==> src/rtl/ethpipe_regs_pkg.sv <==
`default_nettype none
// ============================================================================
//  Module   : ethpipe_regs_pkg
//  Purpose  : Shared word-index constants and byte-order helpers for the
//             ethpipe BAR0 register block.
//  Contents : top-level word indices, per-channel offsets, byte swap and
//             byte-lane merge functions.
//  Revision : 1.0  initial release
// ============================================================================
package ethpipe_regs_pkg;

   // Top-level word indices (word address = adr[6:1])
   localparam logic [5:0] W_VERSION = 6'h00;
   localparam logic [5:0] W_CTRL    = 6'h01;
   localparam logic [5:0] W_CNT0    = 6'h02;
   localparam logic [5:0] W_CNT1    = 6'h03;
   localparam logic [5:0] W_CNT2    = 6'h04;
   localparam logic [5:0] W_CNT3    = 6'h05;

   // Channel c occupies words CH_BASE + c*CH_STRIDE .. +7
   localparam logic [5:0] CH_BASE   = 6'h08;
   localparam logic [5:0] CH_STRIDE = 6'h08;

   // Offsets inside one channel's eight-word window
   localparam logic [2:0] CH_CTRL     = 3'd0;
   localparam logic [2:0] CH_FLAGS    = 3'd1;
   localparam logic [2:0] CH_START_LO = 3'd2;
   localparam logic [2:0] CH_START_HI = 3'd3;
   localparam logic [2:0] CH_END_LO   = 3'd4;
   localparam logic [2:0] CH_END_HI   = 3'd5;
   localparam logic [2:0] CH_CUR_LO   = 3'd6;
   localparam logic [2:0] CH_CUR_HI   = 3'd7;

   // Control word bit positions
   localparam int CTRL_CLEAR_BIT  = 0;
   localparam int CTRL_FREEZE_BIT = 1;

   // The bus carries register words in host byte order: bytes swapped.
   function automatic logic [15:0] byte_swap(input logic [15:0] v);
      return {v[7:0], v[15:8]};
   endfunction

   // Replace the enabled bytes of old_v with those of new_v.
   // be[0] enables bits 7:0, be[1] enables bits 15:8.
   function automatic logic [15:0] merge16(input logic [15:0] old_v,
                                           input logic [15:0] new_v,
                                           input logic [1:0]  be);
      return {be[1] ? new_v[15:8] : old_v[15:8],
              be[0] ? new_v[7:0]  : old_v[7:0]};
   endfunction

endpackage
`default_nettype wire

==> src/rtl/ethpipe_regs_if.sv <==
`default_nettype none
// ============================================================================
//  Module   : ethpipe_regs_if
//  Purpose  : pcie_tlp 16-bit slave bus seen by the BAR0 register block.
//  Signals  : slv_bar_hit_i  access targets BAR0
//             slv_ce_i       one-cycle access strobe
//             slv_we_i       1 = write, 0 = read
//             slv_adr_i      16-bit word address (byte address bits 11:1)
//             slv_dat_i      write data, host byte order
//             slv_sel_i      byte lane enables
//             slv_dat_o      registered read data
//  Modports : master (bus driver), slave (register block)
//  Revision : 1.0  initial release
// ============================================================================
interface ethpipe_regs_if;
   logic        slv_bar_hit_i;
   logic        slv_ce_i;
   logic        slv_we_i;
   logic [11:1] slv_adr_i;
   logic [15:0] slv_dat_i;
   logic [1:0]  slv_sel_i;
   logic [15:0] slv_dat_o;

   modport master (
      output slv_bar_hit_i, slv_ce_i, slv_we_i, slv_adr_i, slv_dat_i, slv_sel_i,
      input  slv_dat_o
   );

   modport slave (
      input  slv_bar_hit_i, slv_ce_i, slv_we_i, slv_adr_i, slv_dat_i, slv_sel_i,
      output slv_dat_o
   );
endinterface
`default_nettype wire

==> src/rtl/ethpipe_regs_chan.sv <==
`default_nettype none
// ============================================================================
//  Module   : ethpipe_regs_chan
//  Purpose  : Register set of one receive DMA channel: ctrl, W1C event
//             flags, start/end window, current-pointer readback, and the
//             channel's contribution to the interrupt.
//  Ports    : clk, rst_n          clock, async active-low reset
//             wr_en               decoded write strobe for this channel
//             offset              word offset inside the channel window
//             wdata, be           write data in register byte order + lanes
//             addr_cur            current DMA pointer (address bits 31:2)
//             ev_wrap, ev_drop    one-cycle event pulses
//             dma_en              channel enable
//             addr_start/end      window bounds (address bits 31:2)
//             rdata               read value for 'offset', register order
//             irq_term            unregistered interrupt term
//  Revision : 1.0  initial release
// ============================================================================
module ethpipe_regs_chan
   import ethpipe_regs_pkg::*;
#(
   parameter logic [29:0] RST_START = 30'd0,
   parameter logic [29:0] RST_END   = 30'd0
) (
   input  logic        clk,
   input  logic        rst_n,
   input  logic        wr_en,
   input  logic [2:0]  offset,
   input  logic [15:0] wdata,
   input  logic [1:0]  be,
   input  logic [29:0] addr_cur,
   input  logic        ev_wrap,
   input  logic        ev_drop,
   output logic        dma_en,
   output logic [29:0] addr_start,
   output logic [29:0] addr_end,
   output logic [15:0] rdata,
   output logic        irq_term
);

   // ctrl[0] dma_en, ctrl[1] irq_en_wrap, ctrl[2] irq_en_drop
   logic [2:0] ctrl;
   // flags[0] wrap, flags[1] drop
   logic [1:0] flags;
   logic [1:0] flags_clr;

   assign dma_en   = ctrl[0];
   assign irq_term = (flags[0] & ctrl[1]) | (flags[1] & ctrl[2]);

   // Flag bits live in the low byte, so only that lane can clear them.
   assign flags_clr = (wr_en && offset == CH_FLAGS && be[0]) ? wdata[1:0] : 2'b00;

   // Set is applied after clear so a same-cycle event wins.
   always_ff @(posedge clk or negedge rst_n) begin
      if (!rst_n) begin
         flags <= 2'b00;
      end else begin
         flags <= (flags & ~flags_clr) | {ev_drop, ev_wrap};
      end
   end

   // Address words: the low word holds bits 15:2 in its upper 14 bits, so
   // its low byte maps to addr[5:0] (bits 1:0 of the byte are discarded).
   always_ff @(posedge clk or negedge rst_n) begin
      if (!rst_n) begin
         ctrl       <= 3'b000;
         addr_start <= RST_START;
         addr_end   <= RST_END;
      end else begin
         if (wr_en && be[0]) begin
            case (offset)
               CH_CTRL:     ctrl              <= wdata[2:0];
               CH_START_LO: addr_start[5:0]   <= wdata[7:2];
               CH_START_HI: addr_start[21:14] <= wdata[7:0];
               CH_END_LO:   addr_end[5:0]     <= wdata[7:2];
               CH_END_HI:   addr_end[21:14]   <= wdata[7:0];
               default: ;
            endcase
         end
         if (wr_en && be[1]) begin
            case (offset)
               CH_START_LO: addr_start[13:6]  <= wdata[15:8];
               CH_START_HI: addr_start[29:22] <= wdata[15:8];
               CH_END_LO:   addr_end[13:6]    <= wdata[15:8];
               CH_END_HI:   addr_end[29:22]   <= wdata[15:8];
               default: ;
            endcase
         end
      end
   end

   always_comb begin
      rdata = 16'h0000;
      case (offset)
         CH_CTRL:     rdata = {13'd0, ctrl};
         CH_FLAGS:    rdata = {14'd0, flags};
         CH_START_LO: rdata = {addr_start[13:0], 2'b00};
         CH_START_HI: rdata = addr_start[29:14];
         CH_END_LO:   rdata = {addr_end[13:0], 2'b00};
         CH_END_HI:   rdata = addr_end[29:14];
         CH_CUR_LO:   rdata = {addr_cur[13:0], 2'b00};
         CH_CUR_HI:   rdata = addr_cur[29:14];
         default:     rdata = 16'h0000;
      endcase
   end

endmodule
`default_nettype wire

==> src/rtl/ethpipe_regs.sv <==
`default_nettype none
// ============================================================================
//  Module   : ethpipe_regs
//  Purpose  : BAR0 control/status register block for the ethpipe PCIe
//             datapath: version word, 64-bit free-running counter with
//             snapshot readout, NCH DMA channel register sets and a
//             registered, maskable interrupt.
//  Ports    : clk_125, sys_rst_n   clock, async active-low reset
//             slv                  pcie_tlp slave bus (slave modport)
//             dma_en_o             per-channel enable
//             dma_addr_start_o     packed, channel c at [30c+29:30c]
//             dma_addr_end_o       packed, same layout
//             dma_addr_cur_i       packed current pointers from the engines
//             ev_wrap_i, ev_drop_i per-channel event pulses
//             global_counter_o     live counter
//             irq_o                registered interrupt request
//  Revision : 1.0  initial release
// ============================================================================
module ethpipe_regs
   import ethpipe_regs_pkg::*;
#(
   parameter int          NCH      = 2,
   parameter logic [15:0] VERSION  = 16'h0201,
   parameter logic [31:0] DMA_BASE = 32'h1000_0000,
   parameter logic [31:0] DMA_SLOT = 32'h0001_0000
) (
   input  logic               clk_125,
   input  logic               sys_rst_n,
   ethpipe_regs_if.slave      slv,
   output logic [NCH-1:0]     dma_en_o,
   output logic [NCH*30-1:0]  dma_addr_start_o,
   output logic [NCH*30-1:0]  dma_addr_end_o,
   input  logic [NCH*30-1:0]  dma_addr_cur_i,
   input  logic [NCH-1:0]     ev_wrap_i,
   input  logic [NCH-1:0]     ev_drop_i,
   output logic [63:0]        global_counter_o,
   output logic               irq_o
);

   // ------------------------------------------------------------------
   // Decode
   // ------------------------------------------------------------------
   logic        hit;
   logic        wr;
   logic        rd;
   logic [5:0]  word;
   logic [15:0] wv;        // write data in register byte order
   logic [1:0]  be;        // lane enables in register byte order

   assign hit  = slv.slv_bar_hit_i & slv.slv_ce_i & (slv.slv_adr_i[11:7] == 5'd0);
   assign wr   = hit & slv.slv_we_i;
   assign rd   = hit & ~slv.slv_we_i;
   assign word = slv.slv_adr_i[6:1];
   assign wv   = byte_swap(slv.slv_dat_i);
   // sel[1] carries the register's low byte, sel[0] its high byte
   assign be   = {slv.slv_sel_i[0], slv.slv_sel_i[1]};

   // ------------------------------------------------------------------
   // Global counter, freeze and snapshot
   // ------------------------------------------------------------------
   logic [63:0] counter;
   logic [63:0] cnt_written;
   logic [47:0] snapshot;
   logic        freeze;
   logic        ctrl_wr;
   logic        clear_req;
   logic        cnt_wr;

   assign ctrl_wr   = wr & (word == W_CTRL);
   assign clear_req = ctrl_wr & be[0] & wv[CTRL_CLEAR_BIT];
   assign cnt_wr    = wr & (word >= W_CNT0) & (word <= W_CNT3);

   always_comb begin
      cnt_written = counter;
      case (word)
         W_CNT0:  cnt_written[15:0]  = merge16(counter[15:0],  wv, be);
         W_CNT1:  cnt_written[31:16] = merge16(counter[31:16], wv, be);
         W_CNT2:  cnt_written[47:32] = merge16(counter[47:32], wv, be);
         W_CNT3:  cnt_written[63:48] = merge16(counter[63:48], wv, be);
         default: ;
      endcase
   end

   // Clear has priority over a slice write, which replaces that cycle's
   // increment; the counter wraps through zero naturally.
   always_ff @(posedge clk_125 or negedge sys_rst_n) begin
      if (!sys_rst_n) begin
         counter <= 64'd0;
      end else if (clear_req) begin
         counter <= 64'd0;
      end else if (cnt_wr) begin
         counter <= cnt_written;
      end else if (!freeze) begin
         counter <= counter + 64'd1;
      end
   end

   always_ff @(posedge clk_125 or negedge sys_rst_n) begin
      if (!sys_rst_n) begin
         freeze <= 1'b0;
      end else if (ctrl_wr && be[0]) begin
         freeze <= wv[CTRL_FREEZE_BIT];
      end
   end

   // Reading the low word captures the upper 48 bits on the same edge, so
   // the following reads of the upper words see one coherent value.
   always_ff @(posedge clk_125 or negedge sys_rst_n) begin
      if (!sys_rst_n) begin
         snapshot <= 48'd0;
      end else if (rd && word == W_CNT0) begin
         snapshot <= counter[63:16];
      end
   end

   assign global_counter_o = counter;

   // ------------------------------------------------------------------
   // Channels
   // ------------------------------------------------------------------
   logic [15:0]    chan_rdata [NCH];
   logic [NCH-1:0] irq_terms;

   for (genvar c = 0; c < NCH; c++) begin : g_chan
      localparam logic [31:0] START_C = DMA_BASE + DMA_SLOT * 32'(c);
      localparam logic [31:0] END_C   = START_C + DMA_SLOT;

      logic chan_wr;
      assign chan_wr = wr & (word[5:3] == 3'(c + 1));

      ethpipe_regs_chan #(
         .RST_START (START_C[31:2]),
         .RST_END   (END_C[31:2])
      ) u_chan (
         .clk        (clk_125),
         .rst_n      (sys_rst_n),
         .wr_en      (chan_wr),
         .offset     (word[2:0]),
         .wdata      (wv),
         .be         (be),
         .addr_cur   (dma_addr_cur_i[30*c +: 30]),
         .ev_wrap    (ev_wrap_i[c]),
         .ev_drop    (ev_drop_i[c]),
         .dma_en     (dma_en_o[c]),
         .addr_start (dma_addr_start_o[30*c +: 30]),
         .addr_end   (dma_addr_end_o[30*c +: 30]),
         .rdata      (chan_rdata[c]),
         .irq_term   (irq_terms[c])
      );
   end

   // ------------------------------------------------------------------
   // Read mux and registered read data
   // ------------------------------------------------------------------
   logic [15:0] rd_val;
   logic [15:0] dat_q;

   always_comb begin
      rd_val = 16'h0000;
      case (word)
         W_VERSION: rd_val = VERSION;
         W_CTRL:    rd_val = {14'd0, freeze, 1'b0};
         W_CNT0:    rd_val = counter[15:0];
         W_CNT1:    rd_val = snapshot[15:0];
         W_CNT2:    rd_val = snapshot[31:16];
         W_CNT3:    rd_val = snapshot[47:32];
         default: begin
            // Words 0x06/0x07 and channel windows at or beyond NCH match
            // nothing here and read zero.
            for (int c = 0; c < NCH; c++) begin
               if (word[5:3] == 3'(c + 1)) begin
                  rd_val = chan_rdata[c];
               end
            end
         end
      endcase
   end

   // Every read strobe updates the data register; reads outside BAR0 or
   // outside the decoded window return zero.
   always_ff @(posedge clk_125 or negedge sys_rst_n) begin
      if (!sys_rst_n) begin
         dat_q <= 16'h0000;
      end else if (slv.slv_ce_i && !slv.slv_we_i) begin
         dat_q <= rd ? byte_swap(rd_val) : 16'h0000;
      end
   end

   assign slv.slv_dat_o = dat_q;

   // ------------------------------------------------------------------
   // Interrupt
   // ------------------------------------------------------------------
   always_ff @(posedge clk_125 or negedge sys_rst_n) begin
      if (!sys_rst_n) begin
         irq_o <= 1'b0;
      end else begin
         irq_o <= |irq_terms;
      end
   end

endmodule
`default_nettype wire
==> src/flat_wrapper.sv <==
// flat-port wrapper written by rule: the top's interface ports become plain ports
module ethpipe_regs_flat import ethpipe_regs_pkg::*;
#(
   parameter int          NCH      = 2,
   parameter logic [15:0] VERSION  = 16'h0201,
   parameter logic [31:0] DMA_BASE = 32'h1000_0000,
   parameter logic [31:0] DMA_SLOT = 32'h0001_0000
)
  (clk_125, sys_rst_n, dma_en_o, dma_addr_start_o, dma_addr_end_o, dma_addr_cur_i, ev_wrap_i, ev_drop_i, global_counter_o, irq_o, slv_slv_bar_hit_i, slv_slv_ce_i, slv_slv_we_i, slv_slv_adr_i, slv_slv_dat_i, slv_slv_sel_i, slv_slv_dat_o);
  ethpipe_regs_if slv_i ();
  input  logic clk_125;
  input  logic sys_rst_n;
  output logic [NCH-1:0] dma_en_o;
  output logic [NCH*30-1:0] dma_addr_start_o;
  output logic [NCH*30-1:0] dma_addr_end_o;
  input  logic [NCH*30-1:0] dma_addr_cur_i;
  input  logic [NCH-1:0] ev_wrap_i;
  input  logic [NCH-1:0] ev_drop_i;
  output logic [63:0] global_counter_o;
  output logic irq_o;
  input wire logic [$bits(slv_i.slv_bar_hit_i)-1:0] slv_slv_bar_hit_i;
  input wire logic [$bits(slv_i.slv_ce_i)-1:0] slv_slv_ce_i;
  input wire logic [$bits(slv_i.slv_we_i)-1:0] slv_slv_we_i;
  input wire logic [$bits(slv_i.slv_adr_i)-1:0] slv_slv_adr_i;
  input wire logic [$bits(slv_i.slv_dat_i)-1:0] slv_slv_dat_i;
  input wire logic [$bits(slv_i.slv_sel_i)-1:0] slv_slv_sel_i;
  output wire logic [$bits(slv_i.slv_dat_o)-1:0] slv_slv_dat_o;
  assign slv_i.slv_bar_hit_i = slv_slv_bar_hit_i;
  assign slv_i.slv_ce_i = slv_slv_ce_i;
  assign slv_i.slv_we_i = slv_slv_we_i;
  assign slv_i.slv_adr_i = slv_slv_adr_i;
  assign slv_i.slv_dat_i = slv_slv_dat_i;
  assign slv_i.slv_sel_i = slv_slv_sel_i;
  assign slv_slv_dat_o = slv_i.slv_dat_o;
  ethpipe_regs #(.NCH(NCH), .VERSION(VERSION), .DMA_BASE(DMA_BASE), .DMA_SLOT(DMA_SLOT)) u_core (.clk_125(clk_125), .sys_rst_n(sys_rst_n), .slv(slv_i), .dma_en_o(dma_en_o), .dma_addr_start_o(dma_addr_start_o), .dma_addr_end_o(dma_addr_end_o), .dma_addr_cur_i(dma_addr_cur_i), .ev_wrap_i(ev_wrap_i), .ev_drop_i(ev_drop_i), .global_counter_o(global_counter_o), .irq_o(irq_o));
endmodule
==> config.mk <==
export PLATFORM = sky130hd
export DESIGN_NAME = ethpipe_regs_flat
export DESIGN_NICKNAME = d
export VERILOG_FILES = /design/src/rtl/ethpipe_regs_pkg.sv /design/src/rtl/ethpipe_regs_if.sv /design/src/rtl/ethpipe_regs_chan.sv /design/src/rtl/ethpipe_regs.sv /design/src/flat_wrapper.sv
export SDC_FILE = /design/constraint.sdc
export NUM_CORES = 1
export LEC_CHECK = 0
export CAP_MARGIN = 5
export CORE_UTILIZATION = 35
export CTS_BUF_LIST = sky130_fd_sc_hd__clkbuf_4 sky130_fd_sc_hd__clkbuf_8
export DETAILED_ROUTE_END_ITERATION = 6
export GPL_TIMING_DRIVEN = 0
export PLACE_DENSITY = 0.65
export SLEW_MARGIN = 20
export SYNTH_ARGS = -nofsm -noshare
export SYNTH_HDL_FRONTEND = slang
export SYNTH_HIERARCHICAL = 1
export SYNTH_SLANG_ARGS = --single-unit
==> constraint.sdc <==
create_clock -name clk_125 -period 2.9 [get_ports clk_125]
set_input_delay 0.87 -clock clk_125 [delete_from_list [all_inputs] [get_ports clk_125]]
set_output_delay 0.87 -clock clk_125 [all_outputs]
set_load 0.005 [all_outputs]
# Yosys cells after proc, flatten, opt, wreduce, memory -nomap -nowiden
# Cells that the tools add are included.
# classes
add_sub_neg	1
n_lt_le_gt_ge	2
bitwise	24
reduce_logical	42
muxes	17
eq_ne	21
# ops
op	n
$pmux 16 s8	2
$mux 64	3
$mux 16	7
$pmux 16 s6	1
$add 64x1->64 const B	1
$reduce_and 2->1	18
$reduce_and 3->1	8
$ne 3x2->1 const B	6
$mux 8	2
$and 1x1->1	15
$eq 3x3->1 const B	4
$eq 6x2->1 const B	2
$eq 6x3->1 const B	2
$logic_and 1x1->1	11
$eq 3x2->1 const B	3
$eq 3x1->1 const B	2
$eq 6x1->1 const B	1
$ge 6x2->1 const B	1
$le 6x3->1 const B	1
$logic_not 6->1	1
$logic_not 5->1	1
$and 2x2->2	2
$mux 2	2
$not 2->2	2
7 further kinds	9
# word_totals
inputBits	98
output_inout_bits	203
ff_bits	260
elab_cells	139

# Longest topological paths before layout
# depth
depth_word	10
mapped_depth	10
depth_no_buf	7

# Modules after synthesis
# The synthesis kept the hierarchy.
# by_module_without_submodules
module	seq_area_each_um2	n_inst	area_per_inst_um2	cells_each
ethpipe_regs	3253.1	1	7930.1	880
ethpipe_regs_chan (u_core.g_chan[1].u_chan)	1631.6	1	3345.7	259
ethpipe_regs_chan (u_core.g_chan[0].u_chan)	1630.3	1	3344.5	259

# Worst setup path after synthesis
# Ideal clock, no wire load.
# synth_timing
kind	input to register
startpoint	input port slv_slv_adr_i[5]
endpoint	register u_core.g_chan[1].u_chan.addr_end[10]
required_time_ps	2775
setup_ps	125
path_slack_ps	-30
cell_stages	6
path_buffers	1
t_arrival_ps	2805
path_cell_list	nor3b_1 > clkbuf_1 > and3_1 > nand2_1 > nor3_4 > mux2_2
# synth_between
elab_chain_cells	4
# synth_lines
item	line_no	rtl
from (decl)	flat_wrapper.sv:24	input wire logic [$bits(slv_i.slv_adr_i)-1:0] slv_slv_adr_i;
$eq 3x2->1	ethpipe_regs.sv:129	assign chan_wr = wr & (word[5:3] == 3'(c + 1));
$and 1x1->1	ethpipe_regs.sv:129	
via u_core.g_chan[1].chan_wr	ethpipe_regs.sv:128	logic chan_wr;
$logic_and 1x1->1	ethpipe_regs_chan.sv:80	if (wr_en && be[1]) begin
$reduce_and 2->1 (no line)	n/a	
to (signal assigned)	ethpipe_regs_chan.sv:84	CH_END_LO: addr_end[13:6] <= wdata[15:8];
to (decl)	ethpipe_regs_chan.sv:36	output logic [29:0] addr_end,
# The timed path passes the listed nets, and every way through them passes these cells.
# A chain may end at the register's enable or synchronous reset.

# Final worst setup path
# layout_timing
startpoint	register u_core.counter[26] (netlist: u_core/global_counter_o[26])
endpoint	register u_core.counter[50] (netlist: u_core/global_counter_o[50])
# layout_between
elab_chain_cells	4
# layout_lines
item	line_no	rtl
from (decl)	ethpipe_regs.sv:61	logic [63:0] counter;
from (signal assigned)	ethpipe_regs.sv:92	counter <= cnt_written;
from (signal assigned)	ethpipe_regs.sv:94	counter <= counter + 64'd1;
$add 64x1->64	ethpipe_regs.sv:94	
$mux 64	ethpipe_regs.sv:93	end else if (!freeze) begin
$mux 64	ethpipe_regs.sv:91	end else if (cnt_wr) begin
$mux 64	ethpipe_regs.sv:89	end else if (clear_req) begin
# No other way between the ends. The select of a mux whose other input is x is not followed.

==> metrics.csv <==
metric,value,unit
Mapped Avg Cell Area,10.5,µm²
Setup Skew,0.0235,ns
leakage,8.57,nW
arrival time worst endpoint,3.40,ns
clk slew on worst S/H paths,0.07,ns
row cnt,74,
CP Cell Sequence,clkbuf_1 > and3_1 > nand4_1 > nor4_4 > nand2_1 > o221ai_1 > a21boi_0,
Crit path required time,3.39,ns
reg2reg start,u_core/global_counter_o[26]$_DFFE_PN0P_,
drt via density,6.21,
failing checks,"DRC, setup timing",
fin crit period,2.91,ns
r2r worst-path depth,7,
CP bufs+invs,1,
Unique masters post-synth,83,
first-pass GRT wire length,98800,µm
clk_lat worst skew,0.64,ns
Synth Cell Area,14600,µm²
CTS tree,yes,
Final ANT Viol Nets,0,
Yosys top cell by area,dfrtp_1,
IO buf count,300,
status,"finished, violations left",
clk sink count,260,
Slew headroom,0.341,
DP HPWL,51200,µm
final setup fails,1,
R2R Path End,u_core/global_counter_o[50]$_DFFE_PN0P_,
power per cell area,452,nW/µm²
commonest cells in the netlist,"253 x dfrtp_1, 179 x mux2_2, 93 x o21ai_0",
Max Transition Viols Final,0,
f_max,344,MHz
Syn Inst Count,1398,
CP Launch Type,flop,
WL/cell,29.4,µm
Seq. cell area,6520,µm²
r2r setup slk,-0.01,ns
Fill cells,3879,
Die Ht,206,µm
multi-input logic area,7810,µm²
Final Instance Area,19900,µm²
Synth Flop Type,dfrtp_1,
most instantiated library cell after synthesis,dfrtp_1,
detailed-route via count,14500,
Synth top area share,0.433,
Worst Slack Setup Final,-0.0104,ns
io pins,301,
Detailed Routing Iterations Pass 1,7,
Initial Utilization,0.356,
Critical-path top delay cell,nor4_4,
Max IR drop VDD,0.000355,V
number of flops mapped to enable cells by yosys,0,
CTS H-Tree Depth,2,
yosys warns,6,
largest net degree at the start of global routing,96,
Critical Path Fanout Max,9,
max incr delay on CP,0.64,ns
Final Hold Fails,0,
"top cells by area, synth","dfrtp_1 43%, mux2_2 14%, mux2i_1 4.5%, o21ai_0 3.2%, a21oi_1 2.4%",
Setup Crit Path Kind,reg -> reg,
post-placement cell area,18400,µm²
Final period util,1.00,
Die Span X,206,µm
Max Cap Viol,0,
synthesis-to-finish area growth,35.9,%
initial antenna violation count,5,
final WL,68800,µm
synthesized flop and latch total,260,
crit-path leading delay family,simple AND/OR/NAND/NOR gates,
Worst setup EP type,flop,
layout cells sized above 1,0.240,
Final TNS setup,-0.0104,ns
CORE AREA,41000,µm²
clk buf depth,3,
grt ovf,0,
Async SR Flop Fraction,1.00,
GRT Total Usage,0.320,
vias in the first global route,14200,
post-synthesis sequential area ratio,0.446,
GPL Wtd Cong,0.989,
Num CTS Buffers,48,
drt first-iter violations,1867,
Mapped Nets,1497,
Hold WC Path Type,in -> async,
Root Driver,clkbuf_8,
Worst-Margin Slew,0.986,ns
DRC violations left,71,
die area,42600,µm²
NumNets Final,1869,
## final cells by class
cell class / count / share of cell area
multi-input cells: 1028 / 0.393
flip-flops and latches: 260 / 0.328
repair buffers: 322 / 0.163
clock buffers: 76 / 0.0467
well taps: 532 / 0.0335
plain buffers: 96 / 0.0254
clock inverters: 11 / 0.00687
inverters: 14 / 0.00265
diodes: 3 / 0.000378
## per-stage QoR
step / utilization / instances / power (mW) / hold slack, ns / setup slack [ns]
floorplan: - / 1398 / 4.28 / 0.450 / 0.171
global placement: 0.446 / 2230 / 5.00 / 0.460 / -10.48
detailed placement: 0.448 / 2232 / 5.01 / 0.472 / -1.50
CTS: 0.481 / 2336 / 8.99 / 0.217 / 0.0117
global route: 0.484 / 2342 / 9.24 / 0.236 / -0.00979
finish: 0.484 / 2342 / 8.98 / 0.200 / -0.0104
## routing by layer
| layer | GRT usage | vias to the layer above | share of wire |
|---|---|---|---|
| li1 | - | 6128 | - |
| met1 | 0.419 | 7235 | 0.40 |
| met2 | 0.501 | 980 | 0.45 |
| met3 | 0.0642 | 186 | 0.10 |
| met4 | 0.158 | 4 | 0.051 |
| met5 | 0 | - | 0.00038 |
## placed cells by master, fill, tap and decap left out, types with 8 or more instances in the layout
cell type	netlist	layout
a21oi_1	71	70
a221oi_1	19	16
a222oi_1	13	13
a22o_1	19	19
a31oi_1	42	37
and2_1	11	8
and3_1	29	28
and4_1	12	12
buf_2	42	30
buf_4	8	31
clkbuf_1	42	28
clkbuf_2	0	12
clkbuf_4	0	27
clkbuf_8	0	57
clkdlybuf4s50_1	0	290
dfrtp_1	253	251
inv_1	14	14
mux2_2	179	179
mux2i_1	65	65
nand2_1	91	86
nand2b_1	9	9
nand3_1	49	49
nand3b_1	14	14
nand4_1	30	30
nor2_1	63	61
nor3_1	21	20
o211ai_1	9	9
o21ai_0	93	89
o21ai_1	15	17
o22a_1	19	19
o31ai_1	10	10
## repair_timing
action                                  in CTS  in global routing
pin swaps                                    9                  3
hold endpoints to repair                     0                  0
endpoints found under the setup margin     246                142
hold buffers                                 0                  0
buffers inserted                            17                  3
gates cloned                                 0                  0
resized for setup                           52                 48
## state kept, by name, indices dropped and copies added, names as in the netlist
signal / cells
u_core/global_counter_o: 64
u_core/g_chan.u_chan/addr_end: 60
u_core/g_chan.u_chan/addr_start: 60
u_core/snapshot: 48
u_core/slv.slv_dat_o: 16
u_core/g_chan.u_chan/ctrl: 6
u_core/g_chan.u_chan/flags: 4
u_core/freeze: 1
u_core/irq_o: 1
## report_power, final
part	switching (mW)	leakage, nW	internal [mW]
logic	0.596	4.57	0.466
clock network	1.68	0.568	2.29
registers	0.234	3.43	3.71
total	2.51	8.57	6.47
## worst max-delay path by stage
| stage | depth (start not counted) | slack, ns | startpoint | endpoint |
|---|---|---|---|---|
| floorplan | 6 | 0.17 | slv_slv_adr_i[5] | u_core/g_chan[0].u_chan/addr_end[10]$_DFFE_PN0P_ |
| global placement | 1 | -10.48 | sys_rst_n | u_core/global_counter_o[14]$_DFFE_PN0P_ |
| detailed placement | 9 | -1.50 | slv_slv_adr_i[2] | u_core/global_counter_o[17]$_DFFE_PN0P_ |
| CTS | 9 | 0.01 | slv_slv_we_i | u_core/global_counter_o[50]$_DFFE_PN0P_ |
| global route | 10 | -0.01 | slv_slv_adr_i[2] | u_core/global_counter_o[10]$_DFFE_PN0P_ |
| finish | 7 | -0.01 | u_core/global_counter_o[26]$_DFFE_PN0P_ | u_core/global_counter_o[50]$_DFFE_PN0P_ |
## kinds of logic (layout without fill, tap and decap cells)
logic type / count (synthesis) / in the layout / share of synthesized area
buffers and inverters: 110 / 519 / 0.0339
other: 0 / 3 / 0
adder cells (fa/ha/maj): 1 / 1 / 0.000856
flip-flops: 260 / 260 / 0.446
multiplexers: 247 / 247 / 0.186
AND/OR/NAND/NOR: 397 / 397 / 0.156
AO/OA/AOI/OAI: 382 / 382 / 0.176
XOR/XNOR: 1 / 1 / 0.000599
Note: power is estimated with default switching activity, not from simulation.
